[src/rtl/usb_host_xact_pkg.sv]
// rtl/usb_host_xact_pkg.sv - USB PID codes, host turnaround limit and FSM state type
package usb_host_xact_pkg;

    localparam logic [3:0] PID_OUT   = 4'b0001;
    localparam logic [3:0] PID_IN    = 4'b1001;
    localparam logic [3:0] PID_SETUP = 4'b1101;
    localparam logic [3:0] PID_PING  = 4'b0100;
    localparam logic [3:0] PID_DATA0 = 4'b0011;
    localparam logic [3:0] PID_DATA1 = 4'b1011;
    localparam logic [3:0] PID_ACK   = 4'b0010;
    localparam logic [3:0] PID_NAK   = 4'b1010;
    localparam logic [3:0] PID_STALL = 4'b1110;
    localparam logic [3:0] PID_NYET  = 4'b0110;
    localparam logic [3:0] PID_ERR   = 4'b1100;

    // 816 bit-times of high-speed turnaround at the 60 MHz ULPI clock
    localparam logic [6:0] USB_HS_TIMEOUT = 7'd102;

    typedef enum logic [2:0] {
        ST_IDLE,
        ST_TOKN,
        ST_DATA,
        ST_HSKW,
        ST_RECV,
        ST_RACK
    } xact_state_t;

    function automatic logic is_data_pid(input logic [3:0] pid);
        return (pid == PID_DATA0) || (pid == PID_DATA1);
    endfunction

    function automatic logic is_hsk_pid(input logic [3:0] pid);
        return (pid == PID_ACK) || (pid == PID_NAK) || (pid == PID_STALL) || (pid == PID_NYET);
    endfunction

endpackage

[src/rtl/usb_host_xact_toggle_table.sv]
// rtl/usb_host_xact_toggle_table.sv - per-endpoint IN/OUT DATA0/DATA1 toggle store
module usb_toggle_table
    import usb_host_xact_pkg::*;
(
    input  logic       clock,
    input  logic       reset,
    input  logic       clr,
    input  logic       set_pair,
    input  logic       flip_en,
    input  logic       flip_in,
    input  logic [3:0] endp,
    output logic       out_tog,
    output logic       in_tog
);

    // bit {dir, endp}: dir 0 = OUT, 1 = IN
    logic [31:0] tog;

    always_ff @(posedge clock or posedge reset) begin
        if (reset) begin
            tog <= '0;
        end else if (clr) begin
            tog <= '0;
        end else if (set_pair) begin
            tog[{1'b0, endp}] <= 1'b1;
            tog[{1'b1, endp}] <= 1'b1;
        end else if (flip_en) begin
            tog[{flip_in, endp}] <= ~tog[{flip_in, endp}];
        end
    end

    assign out_tog = tog[{1'b0, endp}];
    assign in_tog  = tog[{1'b1, endp}];

endmodule

[src/rtl/usb_host_xact.sv]
// rtl/usb_host_xact.sv - host-side USB 2.0 HS transaction sequencer (token, data, handshake)
module usb_host_xact
    import usb_host_xact_pkg::*;
#(
    parameter logic [6:0] TIMEOUT = USB_HS_TIMEOUT
) (
    input  logic       clock,
    input  logic       reset,
    input  logic [6:0] usb_addr_i,
    input  logic       clr_tog_i,
    input  logic       xfer_req_i,
    input  logic [3:0] xfer_pid_i,
    input  logic [3:0] xfer_endp_i,
    output logic       xfer_ack_o,
    output logic       done_o,
    output logic [3:0] result_o,
    output logic       rx_ok_o,
    output logic       rx_drop_o,
    output logic       tok_send_o,
    output logic [3:0] tok_pid_o,
    output logic [6:0] tok_addr_o,
    output logic [3:0] tok_endp_o,
    input  logic       tok_sent_i,
    output logic       dat_send_o,
    output logic [3:0] dat_pid_o,
    input  logic       usb_sent_i,
    output logic       hsk_send_o,
    output logic [3:0] hsk_pid_o,
    input  logic       hsk_sent_i,
    input  logic       hsk_recv_i,
    input  logic       usb_recv_i,
    input  logic       eop_recv_i,
    input  logic       crc_error_i,
    input  logic [3:0] usb_pid_i
);

    xact_state_t state;
    logic [6:0]  timer;
    logic        got_data;
    logic        rx_seq;
    logic        out_tog, in_tog;

    logic        fin;
    logic [3:0]  fin_res;
    logic        rx_done, rx_match;
    logic        tog_set, tog_flip, tog_flip_in;

    usb_toggle_table u_toggle (
        .clock    (clock),
        .reset    (reset),
        .clr      (clr_tog_i),
        .set_pair (tog_set),
        .flip_en  (tog_flip),
        .flip_in  (tog_flip_in),
        .endp     (tok_endp_o),
        .out_tog  (out_tog),
        .in_tog   (in_tog)
    );

    // Decode the cycle's terminating event and toggle side effects.
    always_comb begin
        fin         = 1'b0;
        fin_res     = PID_ERR;
        rx_done     = 1'b0;
        rx_match    = (rx_seq == in_tog);
        tog_set     = 1'b0;
        tog_flip    = 1'b0;
        tog_flip_in = 1'b0;
        if (state != ST_IDLE && timer == 7'd0) begin
            fin = 1'b1;
        end else begin
            case (state)
                ST_HSKW: begin
                    if (hsk_recv_i) begin
                        fin = 1'b1;
                        if (is_hsk_pid(usb_pid_i)) begin
                            fin_res = usb_pid_i;
                            if (tok_pid_o == PID_OUT &&
                                (usb_pid_i == PID_ACK || usb_pid_i == PID_NYET))
                                tog_flip = 1'b1;
                            if (tok_pid_o == PID_SETUP && usb_pid_i == PID_ACK)
                                tog_set = 1'b1;
                        end
                    end else if (usb_recv_i) begin
                        fin = 1'b1;
                    end
                end
                ST_RECV: begin
                    if (crc_error_i) begin
                        fin = 1'b1;
                    end else if (hsk_recv_i) begin
                        fin = 1'b1;
                        if (usb_pid_i == PID_NAK || usb_pid_i == PID_STALL)
                            fin_res = usb_pid_i;
                    end else if (usb_recv_i) begin
                        fin = !is_data_pid(usb_pid_i);
                    end else if (eop_recv_i && got_data) begin
                        rx_done     = 1'b1;
                        tog_flip    = rx_match;
                        tog_flip_in = 1'b1;
                    end
                end
                ST_RACK: begin
                    if (hsk_sent_i) begin
                        fin     = 1'b1;
                        fin_res = PID_ACK;
                    end
                end
                default: ;
            endcase
        end
    end

    always_ff @(posedge clock or posedge reset) begin
        if (reset) begin
            state      <= ST_IDLE;
            timer      <= '0;
            got_data   <= 1'b0;
            rx_seq     <= 1'b0;
            xfer_ack_o <= 1'b0;
            done_o     <= 1'b0;
            result_o   <= '0;
            rx_ok_o    <= 1'b0;
            rx_drop_o  <= 1'b0;
            tok_send_o <= 1'b0;
            tok_pid_o  <= '0;
            tok_addr_o <= '0;
            tok_endp_o <= '0;
            dat_send_o <= 1'b0;
            dat_pid_o  <= '0;
            hsk_send_o <= 1'b0;
            hsk_pid_o  <= '0;
        end else begin
            xfer_ack_o <= 1'b0;
            done_o     <= 1'b0;
            rx_ok_o    <= 1'b0;
            rx_drop_o  <= 1'b0;
            if (state != ST_IDLE)
                timer <= timer - 7'd1;
            if (state == ST_IDLE) begin
                if (xfer_req_i) begin
                    xfer_ack_o <= 1'b1;
                    tok_send_o <= 1'b1;
                    tok_pid_o  <= xfer_pid_i;
                    tok_endp_o <= xfer_endp_i;
                    tok_addr_o <= usb_addr_i;
                    got_data   <= 1'b0;
                    timer      <= TIMEOUT;
                    state      <= ST_TOKN;
                end
            end else if (fin) begin
                done_o     <= 1'b1;
                result_o   <= fin_res;
                tok_send_o <= 1'b0;
                dat_send_o <= 1'b0;
                hsk_send_o <= 1'b0;
                state      <= ST_IDLE;
            end else begin
                case (state)
                    ST_TOKN: begin
                        if (tok_sent_i) begin
                            tok_send_o <= 1'b0;
                            timer      <= TIMEOUT;
                            if (tok_pid_o == PID_IN) begin
                                state <= ST_RECV;
                            end else if (tok_pid_o == PID_PING) begin
                                state <= ST_HSKW;
                            end else begin
                                dat_send_o <= 1'b1;
                                dat_pid_o  <= (tok_pid_o == PID_SETUP || !out_tog) ?
                                              PID_DATA0 : PID_DATA1;
                                state      <= ST_DATA;
                            end
                        end
                    end
                    ST_DATA: begin
                        if (usb_sent_i) begin
                            dat_send_o <= 1'b0;
                            timer      <= TIMEOUT;
                            state      <= ST_HSKW;
                        end
                    end
                    ST_RECV: begin
                        if (usb_recv_i) begin
                            got_data <= 1'b1;
                            rx_seq   <= usb_pid_i[3];
                        end else if (rx_done) begin
                            rx_ok_o    <= rx_match;
                            rx_drop_o  <= !rx_match;
                            hsk_send_o <= 1'b1;
                            hsk_pid_o  <= PID_ACK;
                            timer      <= TIMEOUT;
                            state      <= ST_RACK;
                        end
                    end
                    default: ;
                endcase
            end
        end
    end

endmodule
[config.mk]
export PLATFORM = sky130hd
export DESIGN_NAME = usb_host_xact
export DESIGN_NICKNAME = d
export VERILOG_FILES = /design/src/rtl/usb_host_xact_pkg.sv /design/src/rtl/usb_host_xact_toggle_table.sv /design/src/rtl/usb_host_xact.sv
export SDC_FILE = /design/constraint.sdc
export NUM_CORES = 1
export LEC_CHECK = 0
export ABC_AREA = 1
export BUFFER_PORTS_ARGS = -buffer_cell sky130_fd_sc_hd__buf_2
export CAP_MARGIN = 0
export CORE_UTILIZATION = 50
export CTS_CLUSTER_DIAMETER = 120
export DETAILED_ROUTE_END_ITERATION = 10
export PLACE_DENSITY = 0.73
export SLEW_MARGIN = 10
export SYNTH_ARGS = -nofsm -noshare
export SYNTH_HDL_FRONTEND = slang
export SYNTH_HIERARCHICAL = 1
export SYNTH_SLANG_ARGS = --single-unit
[constraint.sdc]
create_clock -name clock -period 3.1 [get_ports clock]
set_input_delay 0.465 -clock clock [delete_from_list [all_inputs] [get_ports clock]]
set_output_delay 0.465 -clock clock [all_outputs]
set_load 0.05 [all_outputs]
==> summary.md <==
Traced cell by cell, the critical path runs through buf_6 -> nand2_1 -> nand2_1 -> nand2_1 -> nand2_1 -> nand2_1 -> nand2_1 -> nor2_4 -> inv_1 -> xnor2_2 -> nand2_1 -> a21oi_2 -> inv_1 -> o21ai_0 -> buf_4 -> buf_12 -> o21ai_0 -> nor2_1 -> nand3_1 -> nand2_1. The number of synthesized flops with an enable pin works out to 0. The tools report the sequential cell area fraction in the yosys report as 0.389. Sorting the synthesized cells by area gives the leading types as dfrtp_1 (39%), nand2_1 (20%), nor2_1 (6.2%).

The switching share of power was 0.504. Setup repair after global routing left no endpoint under its margin. After floorplanning, the core was sized to cover 0.00889 sq mm. The tools report the via count of the first global-routing pass as 4411.

After detailed routing, the number of vias per cell comes to 5.30. The tools report the share of total power in the clock network as 0.172. The top fanout value on the critical path was 21; the number of standard-cell rows in the floorplan was 34. The share of Yosys cell area claimed by the top area cell type came out at 0.389. TritonCTS built the clock tree.

For the relative max-transition margin, the log shows 0.505. Counting I/O delays and the setup requirement, the final critical path takes 2770 ps. The tools report the proportion of power drawn by flip-flops and latches as 0.315. Detailed placement ended at an HPWL of 8960 um. Number of buffers created by CTS: 9. Data on the critical path is required at its endpoint by 3380 ps. Share of flip-flops with an asynchronous set or reset: 1.00.

The number of storage elements in the synthesis netlist was 73. The total overflow left after global routing is 0. The worst hold path belongs to the class primary input to async pin.

The maximum vdd ir drop is 651 uV, and the critical path buffer and inverter count is 5. Dividing the synthesized area by the synthesized cell count gives 6.76 sq um. The register-to-register setup slack is 330 ps. Number of nets in the finished design: 788. The flow ran to the end, and the final reports show no timing, DRC or antenna violations.

The final period utilization was 0.895. The netlist area before placement is 0.00470 sq mm, and the weighted congestion at the end of routability-driven global placement is 0.920. The die is 98.9 um wide. The worst setup path is captured at a flop. The number of cells on the worst reg-to-reg path is 20. On the worst path, the slowest cell contributes a delay of 420 ps. The run gives 0 as the number of setup violations in the final report.

The first global-routing pass estimated 20700 um of wire. For the post-route setup TNS, the log shows 0 ps. The first TritonRoute pass finished after 5 iterations. The global-route usage over all layers was 0.264; the insertion delay of the later-clocked pin in the worst-skew pair was 340 ps. The analysis attributes to net switching a power of 2260 uW. The slowest stage of the critical path belongs to the cell dfrtp_1. The ratio of total power to cell area works out to 843 mW/mm^2.

The initial antenna violation count was 0; the port buffer count was 59. Synthesized netlist cell count: 695. The effective utilization at floorplan came out at 0.528. The DRC violation count after routing was 0. The analysis attributes to cell leakage a power of 0.00290 uW. The number of placed I/O pins was 64; the die outline height was 98.9 um.

The end of the worst register-to-register path is u_toggle/tog[5]$_DFFE_PP0P_. Max-cap violations in this run came to 0. The worst reg2reg path startpoint is tok_endp_o[0]$_DFFE_PP0P_.

The post-synthesis to final-layout area growth was 13.5%; the combinational share of power was 0.513. The H-tree was split into 3 levels. For this design, the sink count on the clock tree is 73. In this run, post-CTS hold repair placed 0 buffers. The Yosys step of the flow raised 6 warnings. In this run the cell area measured after placement is 0.00509 sq mm.

The count of final max-slew check failures was 0; the largest net degree at the start of global routing was 34. The repair_antennas step left the layout with diodes totalling 0. The critical path is of the flop to flop type. The run gives 38 as the number of different library cells in the post-synthesis netlist. STA classifies the critical path startpoint as a flop. The actual slew at the worst max-slew pin works out to 742 ps.

The clock transition at the register clock pins on the worst setup and hold paths after CTS came out at 80 ps. The hold violation count in the final report was 0; the die footprint was 0.00978 sq mm. Summed over all layers, the routed wires come to 11900 um. The routed layout has 4604 vias. The share of layout cells above drive strength 1 is 0.170, and the highest attainable clock frequency is 0.360 GHz. Data arrives at the worst endpoint at 3050 ps. The internal portion of the total power is 2230 uW. By instance count, the cell type seen most on the critical path is nand2_1.

Largest area contributor in the netlist: dfrtp_1. Dividing the detail-routed wire length by the instance count gives 13.7 um. The run gives 0 as the number of nets with antenna violations after routing.

The most used flip-flop cell after synthesis is dfrtp_1. The master cell of the clock root buffer was clkbuf_8. The first routing iteration left 376 violations. Once layout is done, the placed cells without fillers occupy 0.00533 sq mm. No sink is reached through more buffers than the 2 on the longest clock path. The family with the most delay on the worst path was simple AND/OR/NAND/NOR gates. Between clock sinks in the finished design, the worst skew comes to 10.2 ps.
[state kept, by name, summed over array words and instances (netlist names)]
name / flops
rx_ok_o: 1
done_o: 1
dat_send_o: 1
hsk_send_o: 1
tok_addr_o: 7
tok_send_o: 1
tok_endp_o: 4
rx_drop_o: 1
hsk_pid_o: 1
rx_seq: 1
xfer_ack_o: 1
timer: 7
result_o: 4
tok_pid_o: 4
dat_pid_o: 2
got_data: 1
state: 3
u_toggle/tog: 32
[synth_stat cells, types with 2 or more instances]
library cell    n
a21oi_1        36
buf_1           2
buf_2          10
buf_4           6
buf_6           4
clkbuf_1        7
dfrtp_1        73
ha_1            2
inv_1          66
inv_2           2
inv_4           3
nand2_1       248
nand2_2         5
nand2_4         3
nand3_1        57
nand3_2         3
nand3_4         2
nand4_1         7
nor2_1         77
nor2_2          4
nor2_4          3
nor2_8          2
nor3_1         14
nor4_1          2
o21ai_0        33
o21ai_1         3
o21ai_2         5
o22ai_1         3
xor2_1          4
[power groups by stage]
stage	registers [uW]	clock network (uW)	logic (uW)
floorplan	1820	0	1400
global placement	1410	0	2250
detailed placement	1420	0	2290
CTS	1410	799	2290
global route	1440	833	2530
finish	1410	774	2310
[cells by family after synthesis]
| group | Yosys count | synth area share |
|---|---|---|
| buffers and inverters | 100 | 0.0954 |
| AND/OR/NAND/NOR | 431 | 0.406 |
| adder cells (fa/ha/maj) | 2 | 0.00533 |
| other | 1 | 0.000799 |
| XOR/XNOR | 5 | 0.00933 |
| AO/OA/AOI/OAI | 83 | 0.0946 |
| flip-flops | 73 | 0.389 |
[stage by stage]
stage / util / hold WS (ps) / std cells / power (uW) / setup slack [ps]
after global placement: 0.572 / 438 / 852 / 3660 / 415
after floorplan: - / 470 / 698 / 3210 / 138
after CTS: 0.596 / 77.2 / 868 / 4500 / 224
final: 0.600 / 80.1 / 869 / 4490 / 325
after global routing: 0.600 / 102 / 869 / 4810 / 15.2
after detailed placement: 0.572 / 455 / 852 / 3710 / 237
[repair_timing]
| action | CTS | global route |
|---|---|---|
| resized for setup | 0 | 3 |
| setup endpoints to repair | 0 | 22 |
| setup buffers | 0 | 1 |
[layout by cell type (no fill, tap or decap), types with 2 or more instances in the layout]
cell type,n
a21oi_1,35
buf_2,59
buf_4,15
clkbuf_8,11
conb_1,4
dfrtp_1,73
ha_1,2
inv_1,66
inv_2,2
inv_4,3
nand2_1,248
nand2_2,5
nand2_4,3
nand3_1,57
nand3_2,3
nand3_4,2
nand4_1,7
nor2_1,77
nor2_2,4
nor2_4,3
nor2_8,2
nor3_1,14
o21ai_0,33
o21ai_1,3
o21ai_2,5
o22ai_1,3
xor2_1,4
[how the worst max path moves through the flow]
| stage | start | end | slack [ps] | cells past startpoint |
|---|---|---|---|---|
| 2_1_floorplan | tok_endp_o[0]$_DFFE_PP0P_ | u_toggle/tog[5]$_DFFE_PP0P_ | 140 | 20 |
| 3_3_place_gp | tok_endp_o[0]$_DFFE_PP0P_ | u_toggle/tog[15]$_DFFE_PP0P_ | 410 | 21 |
| 3_5_place_dp | tok_endp_o[0]$_DFFE_PP0P_ | u_toggle/tog[15]$_DFFE_PP0P_ | 240 | 21 |
| 4_1_cts | tok_endp_o[0]$_DFFE_PP0P_ | u_toggle/tog[15]$_DFFE_PP0P_ | 220 | 21 |
| 5_1_grt | tok_endp_o[0]$_DFFE_PP0P_ | u_toggle/tog[15]$_DFFE_PP0P_ | 20 | 21 |
| 6_report | tok_endp_o[0]$_DFFE_PP0P_ | u_toggle/tog[5]$_DFFE_PP0P_ | 330 | 20 |
[routing by layer]
layer	track usage	wire, um
met3	0.0383	688
met1	0.374	5550
met4	0.0896	134
met2	0.416	5570
met5	0	0
[area by class of cell]
class / count / area, sq um
fill: 854 / 3560
clock inverter: 4 / 51.3
multi-input combinational: 525 / 2450
clock buffer: 12 / 155
tap: 108 / 135
inverter: 71 / 274
timing repair buffer: 76 / 439
sequential: 73 / 1830
No activity file was read; power rests on OpenSTA's default activity.
